**src/rtl/fetch_unit.sv**
```systemverilog
// -----------------------------------------------------------------------------
// fetch_unit
//
// Instruction fetch stage in front of the control unit. Owns the program
// counter, fetches instructions from instruction memory over a req/ack
// handshake and presents them in the IF/ID register. A one-entry skid register
// catches the word that arrives as downstream raises stall, so no fetched
// instruction is lost or duplicated. Branch/jump redirects flush the stage.
//
// Ports
//   clk, rst      clock; synchronous active-high reset
//   imemReq       fetch request to instruction memory (registered)
//   imemAddr      word address of the request (registered)
//   imemAck       memory returns imemData this cycle (may be same cycle as req)
//   imemData      instruction word, valid when imemAck=1
//   stall         downstream cannot take a new instruction
//   redirect      one-cycle pulse: taken branch / jump
//   redirectPc    target address, sampled with redirect
//   instr         IF/ID instruction register
//   OpCode        top nibble of instr (combinational) for the control unit
//   instrPc       address of the instruction in instr
//   instrValid    instr holds a real instruction rather than a bubble
// -----------------------------------------------------------------------------
module fetch_unit #(
   parameter int                  PC_W      = 8,
   parameter int                  INSTR_W   = 16,
   parameter logic [INSTR_W-1:0]  NOP_INSTR = 16'h0000
) (
   input  logic               clk,
   input  logic               rst,
   output logic               imemReq,
   output logic [PC_W-1:0]    imemAddr,
   input  logic               imemAck,
   input  logic [INSTR_W-1:0] imemData,
   input  logic               stall,
   input  logic               redirect,
   input  logic [PC_W-1:0]    redirectPc,
   output logic [INSTR_W-1:0] instr,
   output logic [3:0]         OpCode,
   output logic [PC_W-1:0]    instrPc,
   output logic               instrValid
);

   typedef enum logic [1:0] {
      IDLE  = 2'd0,
      FETCH = 2'd1,
      HOLD  = 2'd2
   } stateT;

   stateT              stateReg,      stateNext;
   logic [PC_W-1:0]    pcReg,         pcNext;
   logic               imemReqReg,    imemReqNext;
   logic [PC_W-1:0]    imemAddrReg,   imemAddrNext;
   logic [INSTR_W-1:0] instrReg,      instrNext;
   logic [PC_W-1:0]    instrPcReg,    instrPcNext;
   logic               instrValidReg, instrValidNext;
   logic [INSTR_W-1:0] skidDataReg,   skidDataNext;
   logic [PC_W-1:0]    skidPcReg,     skidPcNext;
   // Set when a redirect lands on an unanswered request: the handshake must
   // still complete at the old address, but its data is thrown away.
   logic               killReg,       killNext;

   always_ff @(posedge clk) begin
      if (rst) begin
         stateReg      <= IDLE;
         pcReg         <= '0;
         imemReqReg    <= 1'b0;
         imemAddrReg   <= '0;
         instrReg      <= NOP_INSTR;
         instrPcReg    <= '0;
         instrValidReg <= 1'b0;
         skidDataReg   <= '0;
         skidPcReg     <= '0;
         killReg       <= 1'b0;
      end else begin
         stateReg      <= stateNext;
         pcReg         <= pcNext;
         imemReqReg    <= imemReqNext;
         imemAddrReg   <= imemAddrNext;
         instrReg      <= instrNext;
         instrPcReg    <= instrPcNext;
         instrValidReg <= instrValidNext;
         skidDataReg   <= skidDataNext;
         skidPcReg     <= skidPcNext;
         killReg       <= killNext;
      end
   end

   always_comb begin
      stateNext      = stateReg;
      pcNext         = pcReg;
      instrNext      = instrReg;
      instrPcNext    = instrPcReg;
      instrValidNext = instrValidReg;
      skidDataNext   = skidDataReg;
      skidPcNext     = skidPcReg;
      killNext       = killReg;

      if (redirect) begin
         // Flush wins over stall and ack. Leaving HOLD empties the skid.
         pcNext         = redirectPc;
         instrNext      = NOP_INSTR;
         instrValidNext = 1'b0;
         stateNext      = FETCH;
         // Only an unanswered request needs killing; an ack arriving now is
         // simply dropped.
         killNext       = (stateReg == FETCH) && !imemAck;
      end else begin
         case (stateReg)
            IDLE: begin
               stateNext = FETCH;
            end
            FETCH: begin
               if (imemAck) begin
                  if (killReg) begin
                     // Stale word from before the redirect; pc already holds
                     // the target.
                     killNext = 1'b0;
                  end else if (stall && instrValidReg) begin
                     skidDataNext = imemData;
                     skidPcNext   = pcReg;
                     pcNext       = pcReg + PC_W'(1);
                     stateNext    = HOLD;
                  end else begin
                     // A bubble under stall may be overwritten.
                     instrNext      = imemData;
                     instrPcNext    = pcReg;
                     instrValidNext = 1'b1;
                     pcNext         = pcReg + PC_W'(1);
                  end
               end
            end
            HOLD: begin
               if (!stall) begin
                  instrNext      = skidDataReg;
                  instrPcNext    = skidPcReg;
                  instrValidNext = 1'b1;
                  stateNext      = FETCH;
               end
            end
            default: begin
               stateNext = IDLE;
            end
         endcase
      end

      // The address stays on the outstanding request while it is being killed.
      imemAddrNext = killNext ? imemAddrReg : pcNext;
      imemReqNext  = (stateNext == FETCH);
   end

   assign imemReq    = imemReqReg;
   assign imemAddr   = imemAddrReg;
   assign instr      = instrReg;
   assign OpCode     = instrReg[INSTR_W-1 -: 4];
   assign instrPc    = instrPcReg;
   assign instrValid = instrValidReg;

endmodule

```
**config.mk**
```make
export PLATFORM = sky130hd
export DESIGN_NAME = fetch_unit
export DESIGN_NICKNAME = d
export VERILOG_FILES = /design/src/rtl/fetch_unit.sv
export SDC_FILE = /design/constraint.sdc
export NUM_CORES = 1
export LEC_CHECK = 0
export CORE_MARGIN = 2
export CORE_UTILIZATION = 30
export DETAILED_ROUTE_END_ITERATION = 6
export PLACE_DENSITY = 0.57
export REMOVE_ABC_BUFFERS = 1
export SLEW_MARGIN = 20
export SYNTH_ARGS = -nofsm -noshare
export SYNTH_HDL_FRONTEND = slang
export SYNTH_SLANG_ARGS = --single-unit
```
**constraint.sdc**
```tcl
create_clock -name clk -period 4.35 [get_ports clk]
set_input_delay 0.6525 -clock clk [delete_from_list [all_inputs] [get_ports clk]]
set_output_delay 0.6525 -clock clk [all_outputs]
set_load 0.005 [all_outputs]
```
# --- After elaboration in Yosys (flattened, before gate mapping) ---
# Index checks and enable logic that the tools add are counted.
totals:
  mem_count: 0
  latch_bits: 0
  regBits: 69
  out_inout_bits: 38
  elab_cells: 57
  input_bits: 29
  mem_bits_ro: 0
  mem_bits_rw: 0
op_classes:
  div: 0
  add_sub_neg: 1
  magnitude_cmp: 0
  mul: 0
  n_eq_ne: 7
  n_mux: 28
  shifts: 0
  reduce_logical: 9
  n_bitwise: 2
ops:
  columns: ["op", "count"]
  rows:
  - ["16-bit two-way mux", 4]
  - ["8-bit two-way mux", 8]
  - ["16-bit case mux with 2 select lines", 1]
  - ["8-bit case mux with 2 select lines", 1]
  - ["2-bit two-way mux", 5]
  - ["5-bit AND reduction", 2]
  - ["8-bit by 1-bit adder with 8-bit output, second input constant", 1]
  - ["2-bit != test, second input constant", 4]
  - ["1-bit two-way mux", 7]
  - ["2-bit case mux with 3 select lines", 1]
  - ["6-bit AND reduction", 1]
  - ["2-bit by 1-bit equality test with 1-bit output, second input constant", 2]
  - ["2-bit equality test, second input constant", 1]
  - ["1-bit logical AND", 2]
  - ["2-bit logical NOT", 1]
  - ["1-bit inverter", 2]
  - ["1-bit case mux with 2 select lines", 1]
  - ["2-bit nonzero test", 1]
  - ["2-bit OR reduction", 1]
  - ["1-bit logical NOT", 1]

# --- Logic depth before layout (Yosys ltp) ---
# Gate-level depths: netlist (run 1).
logic_depth:
  depth_word: 7
  mapped_depth: 7

# --- Worst setup path before layout (run 1) ---
# No wires, ideal clock.
synth_timing:
  kind: "in2reg"
  startpoint: "input port rst"
  endpoint: "register imemAddrReg[4], in the netlist imemAddr[4]"
  arrival_time_ps: 1700
  setup_ps: 58
  stages: 5
  setup_slack_ps: 2592
  cell_sequence: "clkbuf_1 or3_1 or4_1 nand2_1 o22a_1"
synth_rtl:
  columns: ["item", "line", "source"]
  rows:
  - ["start: declaration", "30", "input logic rst,"]
  - ["end signal: assignment", "79", "imemAddrReg <= imemAddrNext;"]
  - ["end: declaration", "53", "logic [PC_W-1:0] imemAddrReg, imemAddrNext;"]

# --- Final worst setup path (run 1) ---
layout_timing:
  startpoint: "input port redirect"
  endpoint: "register imemAddrReg[1], in the netlist imemAddr[1]"
layout_via:
  elab_chain_len: 1
  word_cells_on_any_way: 2
  cone_classes: "mux (2)"
layout_rtl:
  columns: ["item", "line", "source"]
  rows:
  - ["start: declaration", "36", "input logic redirect,"]
  - ["8-bit two-way mux / 1-bit two-way mux (equally long branches)", "99", "if (redirect) begin"]
# Several ways; a longest one is shown, not always the timed one.
# A chain may end at the register's enable or synchronous reset.

==> flow_summary.toml, run 1 <==
[synth]
syn_area_um2 = 3030
synth-seq-cells = 69
yosysSeqAreaShare = 0.455
netlist-cell-type-count = 47
synth_ff_type = "dfxtp_1"
ys_async_sr_fraction = 0
synth_edf_count = 0
yosysWarnings = 0
syn-mean-instance-area_um2 = 9.28
syn_inst = 327

[clocking]
htree_levels = 3
cts_tree = "built"
clock_path_buffers = 2
hold_buffers = 0
cts_sinks = 69
root_buffer = "clkbuf_8"
post_cts_resized = 0
cts_buffers = 9
cts_setup_buffers = 0
clk_latency_ps = 330
path_clk_slew_ps = 80

[sta]
timing.final.crit_share = 0.631
whs_ps = 455
fin_worst_skew_ps = 8.44
slew_headroom = 0.338
rsz0062_at_grt = "no"
slew_violations = 0
finalSetupViolCount = 0
hold_violations = 0
worst_pin_slew_ps = 990
max_freq_mhz = 364
final.setup.tns_ps = 0
post-route-min-period_ps = 2740

[routing]
dr_wl_met2_um = 3210
totalWireLength_um = 7120
routed.top_layer = "met4"
drt-met1-wl_um = 3510
vias = 2467
routedWlPerCell_um = 13.9
wl_met3_um = 372
postRouteAntennaNets = 0
via_per_inst = 4.81
drc = 0
drt_first_pass_iters = 4
dr.first_iter.drc_count = 105

[worst_setup_path]
critPathKind = "in -> reg"
reg2reg_from = "stateReg[0]"
start_kind = "input pin"
rrSetupSlack_ps = 1970
cp.required_ps = 4580
crit_buf_inv = 2
cp-startpoint = "redirect"
crit_path_end_kind = "register"
slowest_stage = "clkdlybuf4s50_1"
r2r.worst_path.cells = 5
path_delay_family = "buffers and inverters"
arrival_ps = 2970
worstPathCellList = "clkdlybuf4s50_1, inv_1, o211ai_2, nor2_1, o22a_1"
cp.depth = 5
r2r-end = "instrPc[4]"
cp_max_fo = 23
worst_path_largest_cell_delay_ps = 900

[worst_hold_path]
hold_end = "skidDataReg[15]"
hold_class = "reg -> reg"
whs_path_depth = 2
min_from = "skidDataReg[15]"

[global_routing]
antenna_found_initial = 0
grt_pass1_wl_um = 12200
grt.overflow.total = 0
grt_max_degree = 55
grt_use_total = 0.137
grt_pass1_vias = 2420

[flow_run]
max_cap_viol_count = 0

[floorplanning]
fp-row-count = 36
dieArea_um2 = 10900
die_h_um = 105
ios = 67
initial_core_util = 0.310
core_area_um2 = 9770
die_w_um = 105

[finish]
layout-drive-gt1-share = 0.0763
diodes = 0
final_nets = 405
syn2layout_area_growth_pct = 29.2
fillers = 1008

[pwr]
vdd_drop_max_v = 0.000164
power_w = 0.00144
leakagePower_nw = 1.47
p_per_area_nw_per_um2 = 368

[placed_design]
place_hpwl_um = 4560
portBuffers = 66
finalWeightedCongestion = 0.778

[outcome]
outcome = "finished clean"
==> power by group <==
group	total, W	switching, W	leakage, nW	internal, W
Clock	0.000597	0.000242	0.116	0.000355
Sequential	0.000678	0.0000210	0.563	0.000657
Combinational	0.000167	0.0000760	0.793	0.0000907
Total	0.00144	0.000339	1.47	0.00110
==> placed cells by master (no fill, tap or decap), drive strengths merged, types with 2 or more instances in the layout <==
master         instances
o211ai                 3
buf                    2
nor2                  27
a21oi                 35
a31oi                  2
nor3                   2
or2                    2
o31a                   2
dfxtp                 69
mux2i                 24
nor4                   3
or3                    2
clkbuf                11
a311oi                 9
o31ai                  5
or4                    2
nand2b                 3
nand3b                 4
nand3                  2
bufinv                 2
a211oi                17
nand4bb                2
inv                    4
clkdlybuf4s50         65
nand2                 59
o22a                   5
==> final cells by class <==
| type | instances | area [um2] | share of cell area |
|---|---|---|---|
| repair buffers | 67 | 683 | 0.174 |
| multi-input cells | 225 | 1440 | 0.368 |
| clock buffers | 11 | 151 | 0.0386 |
| inverters | 3 | 11.3 | 0.00287 |
| well taps | 133 | 166 | 0.0425 |
| clock inverters | 5 | 81.3 | 0.0208 |
| flip-flops and latches | 69 | 1380 | 0.352 |
==> worst reg2reg max path: cells and delay by family, from the launching register on <==
family | cells | cell delay, ps
compound gates | 3 | 1040
buf+inv | 1 | 250
flops | 1 | 370
simple gates | 1 | 630
==> logic make-up after synthesis <==
family | count (synthesis) | synth area share
AOI/OAI and AO/OA | 85 | 0.200
xor gates and xnor gates | 1 | 0.00289
adders and majority gates | 1 | 0.00412
buffers and inverters | 33 | 0.0697
DFF | 69 | 0.455
muxes | 24 | 0.0792
and+or+nand+nor | 114 | 0.188
==> cell usage after synthesis (2+ instances only) <==
library cell   n  area, um2
mux2i_1       24        240
buf_2          7       35.0
o211ai_1       2       15.0
a31oi_1        2       12.5
buf_6          6       67.6
a311oi_1       9       78.8
nand2b_1       3       18.8
or3_1          2       12.5
inv_1          3       11.3
nand2_1       59        221
nor4_1         2       12.5
nand3b_1       4       30.0
o31ai_1        5       37.5
or2_2          2       12.5
a211oi_1      16        120
o22a_1         5       43.8
buf_1          2       7.51
clkbuf_1       6       22.5
buf_4          9       67.6
or4_1          2       15.0
nand3_1        2       10.0
o31a_1         2       17.5
nor2_1        27        101
a21oi_1       35        175
dfxtp_1       69       1380
==> per-layer routing <==
metal / vias up / global-route usage
met5: - / 0
met4: 0 / 0.0232
met3: 6 / 0.0474
met2: 62 / 0.212
met1: 1129 / 0.187
li1: 1270 / -
==> flip-flops by register name (all words and copies together) (netlist names) <==
register     flops
pcReg            8
skidDataReg     16
imemAddr         8
skidPcReg        8
stateReg         2
killReg          1
instrPc          8
instrValid       1
instr           16
imemReq          1
==> worst max path at each step <==
stage | end | slack, ps
2_1_floorplan | instrPc[0] | 1890
6_report | imemAddr[1] | 1610
5_1_grt | imemAddr[2] | 1430
4_1_cts | instrPc[6] | 1630
3_5_place_dp | imemAddr[3] | 1260
3_3_place_gp | imemAddr[0] | 1360
==> through the flow <==
stage	instance area [um2]	setup slack, ps	std cells	utilization
2_1_floorplan	2830	1890	297	-
3_3_place_gp	3660	1360	496	0.374
3_5_place_dp	3660	1260	496	0.374
4_1_cts	3890	1630	512	0.398
5_1_grt	3920	1430	513	0.401
6_report	3920	1610	513	0.401
(Power assumes the default switching activity.)
==> run 2, diff against run 1 <==
--- a/config.mk
+++ b/config.mk
@@ -8,7 +8,7 @@
 export CORE_MARGIN = 2
 export CORE_UTILIZATION = 30
 export DETAILED_ROUTE_END_ITERATION = 6
-export PLACE_DENSITY = 0.57
+export PLACE_DENSITY = 0.59
 export REMOVE_ABC_BUFFERS = 1
 export SLEW_MARGIN = 20
 export SYNTH_ARGS = -nofsm -noshare
==> constraint.sdc (replaced) <==
create_clock -name clk -period 2.4 [get_ports clk]
set_input_delay 0.36 -clock clk [delete_from_list [all_inputs] [get_ports clk]]
set_output_delay 0.36 -clock clk [all_outputs]
set_load 0.005 [all_outputs]
==> flow_summary.toml, run 2 (synthesis results as in run 1) <==
[flow_run]
max_cap_viol_count = 0

[floorplanning]
die_w_um = 105
ios = 67
dieArea_um2 = 10900
initial_core_util = 0.310
die_h_um = 105
core_area_um2 = 9770
fp-row-count = 36

[sta]
hold_violations = 0
whs_ps = 415
slew_headroom = 0.696
slew_violations = 0
timing.final.crit_share = 0.780
max_freq_mhz = 534
finalSetupViolCount = 0
rsz0062_at_grt = "no"
fin_worst_skew_ps = 6.93
post-route-min-period_ps = 1870
worst_pin_slew_ps = 456
final.setup.tns_ps = 0

[placed_design]
portBuffers = 66
dp.cells = 504
finalWeightedCongestion = 0.786
place_hpwl_um = 4890

[clocking]
hold_buffers = 0
htree_levels = 3
cts_sinks = 69
clk_latency_ps = 340
cts_tree = "built"
clock_path_buffers = 2
cts_buffers = 9
root_buffer = "clkbuf_8"
path_clk_slew_ps = 70
cts_setup_buffers = 0
post_cts_resized = 0

[worst_setup_path]
cp.required_ps = 2690
r2r-end = "imemAddr[4]"
crit_path_end_kind = "register"
rrSetupSlack_ps = 680
critPathKind = "in -> reg"
arrival_ps = 2160
cp_max_fo = 10
start_kind = "input pin"
reg2reg_from = "pcReg[0]"
r2r.worst_path.cells = 5

[finish]
syn2layout_area_growth_pct = 30.0
layout-drive-gt1-share = 0.0881
final_nets = 412
diodes = 0
layout_common_cells = "69 x dfxtp_1, 65 x clkdlybuf4s50_1, 59 x nand2_1"
stdcell_count = 519
final_common_cell = "dfxtp_1"

[global_routing]
grt.overflow.total = 0
grt_pass1_vias = 2397
grt_pass1_wl_um = 11800
grt_max_degree = 34
grt_use_total = 0.135
antenna_found_initial = 0

[worst_hold_path]
hold_class = "in -> reg"
whs_path_depth = 2
min_from = "rst"
hold_end = "stateReg[0]"

[routing]
drt_first_pass_iters = 4
routedWlPerCell_um = 14.0
drc = 0
vias = 2527
dr.first_iter.drc_count = 103
totalWireLength_um = 7280
via_per_inst = 4.87
postRouteAntennaNets = 0

[outcome]
outcome = "finished clean"

[pwr]
leakagePower_nw = 1.49
p_per_area_nw_per_um2 = 651
vdd_drop_max_v = 0.000352
## run 2: cell count changes in the layout (fill, tap and decap cells not counted), sizes merged
cell	delta
buf	+7
inv	-1
## run 2: per-stage QoR
| step | setup slack, ps | utilization | instance area, um2 | total power (W) |
|---|---|---|---|---|
| floorplan | -60.1 | - | 2830 | 0.00138 |
| global placement | 183 | 0.382 | 3730 | 0.00156 |
| detailed placement | 181 | 0.382 | 3730 | 0.00156 |
| CTS | 542 | 0.404 | 3950 | 0.00261 |
| global route | 433 | 0.404 | 3950 | 0.00268 |
| finish | 529 | 0.404 | 3950 | 0.00257 |
## run 2: worst max-delay path, stage by stage
cell and delay (ps):
clkdlybuf4s50_1 690, buf_4 260, or2_2 150, o211ai_2 180, nor2_1 320, o22a_1 190
## run 2: where the power goes
part           switching, W  internal, W  total [W]  leakage [nW]
Clock              0.000425     0.000607    0.00103         0.105
Sequential        0.0000407      0.00119    0.00123         0.563
Combinational      0.000137     0.000167   0.000304         0.823
Total              0.000604      0.00196    0.00257          1.49
## run 2: per-layer routing
metal / global-route usage / vias up / wire [um]
li1: - / 1276 / -
met3: 0.0462 / 6 / 404
met4: 0.0367 / 0 / 82
met2: 0.221 / 75 / 3300
met1: 0.170 / 1170 / 3490
met5: 0 / - / 0
## run 2: worst max path at each step
stage	startpoint	to	slack, ps	cells after the start
2_1_floorplan	stateReg[0]	instrPc[0]	-60	4
3_3_place_gp	redirect	imemAddr[0]	180	6
3_5_place_dp	redirect	imemAddr[1]	180	6
4_1_cts	redirect	imemAddr[1]	540	6
5_1_grt	redirect	imemAddr[1]	430	6
6_report	redirect	imemAddr[1]	530	6
## run 2: cell type report
class | count | area [um2]
timing repair buffer | 74 | 728
fill | 1002 | 5830
multi-input combinational | 225 | 1440
clock buffer | 11 | 141
clock inverter | 4 | 72.6
inverter | 3 | 11.3
tap | 133 | 166
sequential | 69 | 1380
==> run 3, diff against run 2 <==
--- a/config.mk
+++ b/config.mk
@@ -8,7 +8,7 @@
 export CORE_MARGIN = 2
 export CORE_UTILIZATION = 30
 export DETAILED_ROUTE_END_ITERATION = 6
-export PLACE_DENSITY = 0.59
+export PLACE_DENSITY = 0.57
 export REMOVE_ABC_BUFFERS = 1
 export SLEW_MARGIN = 20
 export SYNTH_ARGS = -nofsm -noshare
==> constraint.sdc (replaced) <==
create_clock -name clk -period 1.81 [get_ports clk]
set_input_delay 0.2715 -clock clk [delete_from_list [all_inputs] [get_ports clk]]
set_output_delay 0.2715 -clock clk [all_outputs]
set_load 0.005 [all_outputs]
==> flow_summary.toml, run 3 (synthesis results as in run 1) <==
[outcome]
outcome = "finished clean"

[clocking]
path_clk_slew_ps = 70
cts_setup_buffers = 0
clock_path_buffers = 2
hold_buffers = 0
cts_buffers = 9
cts_sinks = 69
cts_tree = "built"
post_cts_resized = 0
clk_latency_ps = 340
htree_levels = 3
root_buffer = "clkbuf_8"

[global_routing]
grt_use_total = 0.143
grt_pass1_vias = 2586
grt_pass1_wl_um = 12600
grt.overflow.total = 0
grt_max_degree = 35
antenna_found_initial = 0

[sta]
setup_slack_ps = 161
hold_violations = 0
fin_worst_skew_ps = 7.83
timing.final.crit_share = 0.911
worst_pin_slew_ps = 416
slew_violations = 0
post-route-min-period_ps = 1650
rsz0062_at_grt = "no"
max_freq_mhz = 606
finalSetupViolCount = 0
slew_headroom = 0.722

[finish]
syn2layout_area_growth_pct = 35.1
final_nets = 429
fillers = 987
final_common_cell = "dfxtp_1"
layout-drive-gt1-share = 0.129
layout_common_cells = "69 x dfxtp_1, 65 x clkdlybuf4s50_1, 59 x nand2_1"
fin_area_um2 = 4100
diodes = 0

[worst_hold_path]
min_from = "rst"
hold_class = "in -> reg"

[worst_setup_path]
arrival_ps = 1870
reg2reg_from = "stateReg[1]"
cp.required_ps = 2030
start_kind = "input pin"
critPathKind = "in -> reg"
cp-startpoint = "imemAck"
crit_path_end_kind = "register"
cp_max_fo = 12

[flow_run]
max_cap_viol_count = 0

[pwr]
p_per_area_nw_per_um2 = 801
vdd_drop_max_v = 0.000377
leakagePower_nw = 1.58

[placed_design]
place_hpwl_um = 5220
placed_area_um2 = 3910
portBuffers = 66
finalWeightedCongestion = 0.757
pre_cts_ws_ps = -213

[floorplanning]
core_area_um2 = 9770
die_w_um = 105
fp-row-count = 36
die_h_um = 105
dieArea_um2 = 10900
initial_core_util = 0.310
ios = 67

[routing]
drc = 0
totalWireLength_um = 7450
routedWlPerCell_um = 13.9
vias = 2585
drt_first_pass_iters = 4
postRouteAntennaNets = 0
via_per_inst = 4.82
dr.first_iter.drc_count = 110
run 3: changes by cell type in the layout (fill, tap and decap cells not counted), sizes merged:
| cell | delta |
|---|---|
| buf | +17 |
| bufinv | -1 |
| clkbuf | -2 |
| clkinv | +3 |
run 3: cell type report:
class                   instances  area [um2]  area share
multi-input cells             225        1440       0.352
clock buffers                   9         124      0.0302
clock inverters                 6        65.1      0.0159
flip-flops and latches         69        1380       0.337
inverters                       3        11.3     0.00275
well taps                     133         166      0.0406
repair buffers                 91         906       0.221
run 3: worst paths after layout:
| kind | cells after the start | end | slack [ps] |
|---|---|---|---|
| max reg2reg | 5 | imemAddr[7] | 180 |
| max | 6 | imemAddr[7] | 160 |
| min | 3 | stateReg[0] | 400 |
| min reg2reg | 2 | skidPcReg[5] | 460 |
run 3: critical path, stage by stage:
cell	delay, ps
clkdlybuf4s50_1	570
nand4bb_4	140
buf_12	170
o31a_1	290
o31ai_1	320
o31ai_1	100
run 3: through the flow:
stage | setup TNS (ps) | hold slack, ps | std cells | util | total power, W
5_1_grt | 0 | 408 | 536 | 0.419 | 0.00343
4_1_cts | 0 | 382 | 536 | 0.419 | 0.00334
3_5_place_dp | -6430 | 447 | 521 | 0.400 | 0.00211
3_3_place_gp | -5020 | 440 | 521 | 0.400 | 0.00211
6_report | 0 | 402 | 536 | 0.419 | 0.00328
2_1_floorplan | -14310 | 341 | 297 | - | 0.00182
run 3: per-layer routing:
layer,vias to the layer above,wire (um),part of all wire,track usage
met4,0,74,0.0099,0.0425
met2,61,3450,0.46,0.234
li1,1313,-,-,-
met3,6,355,0.048,0.0443
met1,1205,3580,0.48,0.179
met5,-,0,0,0
run 3: power by group:
group          switching, W  internal (W)  leakage, nW
clock              0.000576      0.000628       0.0950
combinational      0.000198      0.000253        0.927
sequential        0.0000472       0.00158        0.563
==> RTL edit, RTL diff (settings of run 2) <==
`PC_W`: 8 -> 10.
--- a/src/rtl/fetch_unit.sv
+++ b/src/rtl/fetch_unit.sv
@@ -24,3 +24,3 @@
 module fetch_unit #(
-   parameter int                  PC_W      = 8,
+   parameter int                  PC_W      = 10,
    parameter int                  INSTR_W   = 16,
Interface: changed (resized imemAddr, instrPc and redirectPc); port bits go from 67 to 73. The function was not compared with the original's and may differ.
==> RTL edit against run 2 <==
- final area is 10% higher
- core utilization hardly changed
- clock skew hardly changed
- routed wire length is 6.5% higher
- worst setup slack worse by 45 ps
- power is 7.7% higher
- via count is 5.4% higher
- critical path depth is 1 lower
- first-iteration DRC count is 54% lower
- area after synthesis is 9.2% higher
- sequential cell count is 8 higher
==> RTL edit: results (changes against run 2) <==
<table>
<tr><th>Metric</th><th>Value</th></tr>
<tr><th colspan="2">Worst hold path</th></tr>
<tr><td>Hold-critical path endpoint</td><td>skidPcReg[4] (was stateReg[0])</td></tr>
<tr><th colspan="2">Global route</th></tr>
<tr><td>Largest net degree at the start of global routing</td><td>53 (was 34)</td></tr>
<tr><td>Number of global-route vias before repair</td><td>2572 (was 2397)</td></tr>
<tr><td>GR met1 Demand/Resource</td><td>0.1758 (was 0.1699)</td></tr>
<tr><td>Global-route wire length before repair</td><td>12830 um (was 11850 um)</td></tr>
<tr><td>GR Layer Usage met2</td><td>0.2223 (was 0.2213)</td></tr>
<tr><td>Global-route total usage across every layer</td><td>0.1384 (was 0.1354)</td></tr>
<tr><th colspan="2">Floorplan</th></tr>
<tr><td>Taps Inserted</td><td>140 (was 133)</td></tr>
<tr><th colspan="2">Worst setup path</th></tr>
<tr><td>Crit Reg-Reg Startpoint</td><td>stateReg[1] (was pcReg[0])</td></tr>
<tr><td>Critical Path Fanout Max</td><td>15 (was 10)</td></tr>
<tr><td>CP Launch Point</td><td>imemAck (was redirect)</td></tr>
<tr><td>Library cell contributing the largest single delay on the critical path</td><td>or4_1 (was clkdlybuf4s50_1)</td></tr>
<tr><th colspan="2">Final layout</th></tr>
<tr><td>Filler Cells Inserted</td><td>1111 (was 1002)</td></tr>
<tr><td>Non-clock buffer area fraction after layout</td><td>0.1837 (was 0.1846)</td></tr>
<tr><td>Area of the multi-input gates</td><td>0.001609 mm2 (was 0.001444 mm2)</td></tr>
<tr><td>Clock network share of area</td><td>0.04881 (was 0.05423)</td></tr>
<tr><td>Number of clock buffers in the layout</td><td>9 (was 11)</td></tr>
<tr><th colspan="2">Yosys</th></tr>
<tr><td>Distinct cell type count of the synthesized netlist</td><td>45 (was 47)</td></tr>
<tr><td>#FFs+latches synth</td><td>77 (was 69)</td></tr>
<tr><th colspan="2">Routing</th></tr>
<tr><td>Via density per instance</td><td>4.897 (was 4.869)</td></tr>
<tr><th colspan="2">Placed design</th></tr>
<tr><td>Sum of net half-perimeters after detailed placement</td><td>5241 um (was 4888 um)</td></tr>
<tr><td>Place WS</td><td>156.1 ps (was 181.1 ps)</td></tr>
<tr><td>IO Port Bufs</td><td>72 (was 66)</td></tr>
<tr><th colspan="2">Pwr</th></tr>
<tr><td>Cell leakage power</td><td>0.001876 uW (was 0.001491 uW)</td></tr>
<tr><td>Switching Power</td><td>669.0 uW (was 603.5 uW)</td></tr>
<tr><td>Worst voltage drop across the vdd grid</td><td>0.3663 mV (was 0.3516 mV)</td></tr>
<tr><th colspan="2">STA</th></tr>
<tr><td>Skew final</td><td>7.029 ps (was 6.928 ps)</td></tr>
<tr><td>Hold WS</td><td>442.6 ps (was 415.1 ps)</td></tr>
<tr><th colspan="2">Run status</th></tr>
<tr><td>Status</td><td>finished, final reports clean (unchanged)</td></tr>
</table>
==> RTL edit: cell count changes in the layout (fill, tap and decap cells not counted), sizes merged, moves of 3 or more <==
| cell | run 2 | this run |
|---|---|---|
| nand3 | 2 | 5 |
| a21oi | 35 | 13 |
| nand2 | 59 | 9 |
| clkdlybuf4s50 | 65 | 71 |
| nor2b | 0 | 6 |
| mux2i | 24 | 52 |
| nor2 | 27 | 56 |
| o31ai | 5 | 2 |
| dfxtp | 69 | 77 |
| a311oi | 9 | 13 |
==> RTL edit: logic make-up (layout without fill, tap and decap cells) <==
kind of cell,Yosys count,in the layout,share of synthesized area
DFF,77,77,0.4651
buffers and inverters,37,100,0.05058
muxes,53,53,0.1604
xor gates and xnor gates,2,2,0.005286
adders and majority gates,1,1,0.003774
and+or+nand+nor,102,102,0.1567
AOI/OAI and AO/OA,69,69,0.1582
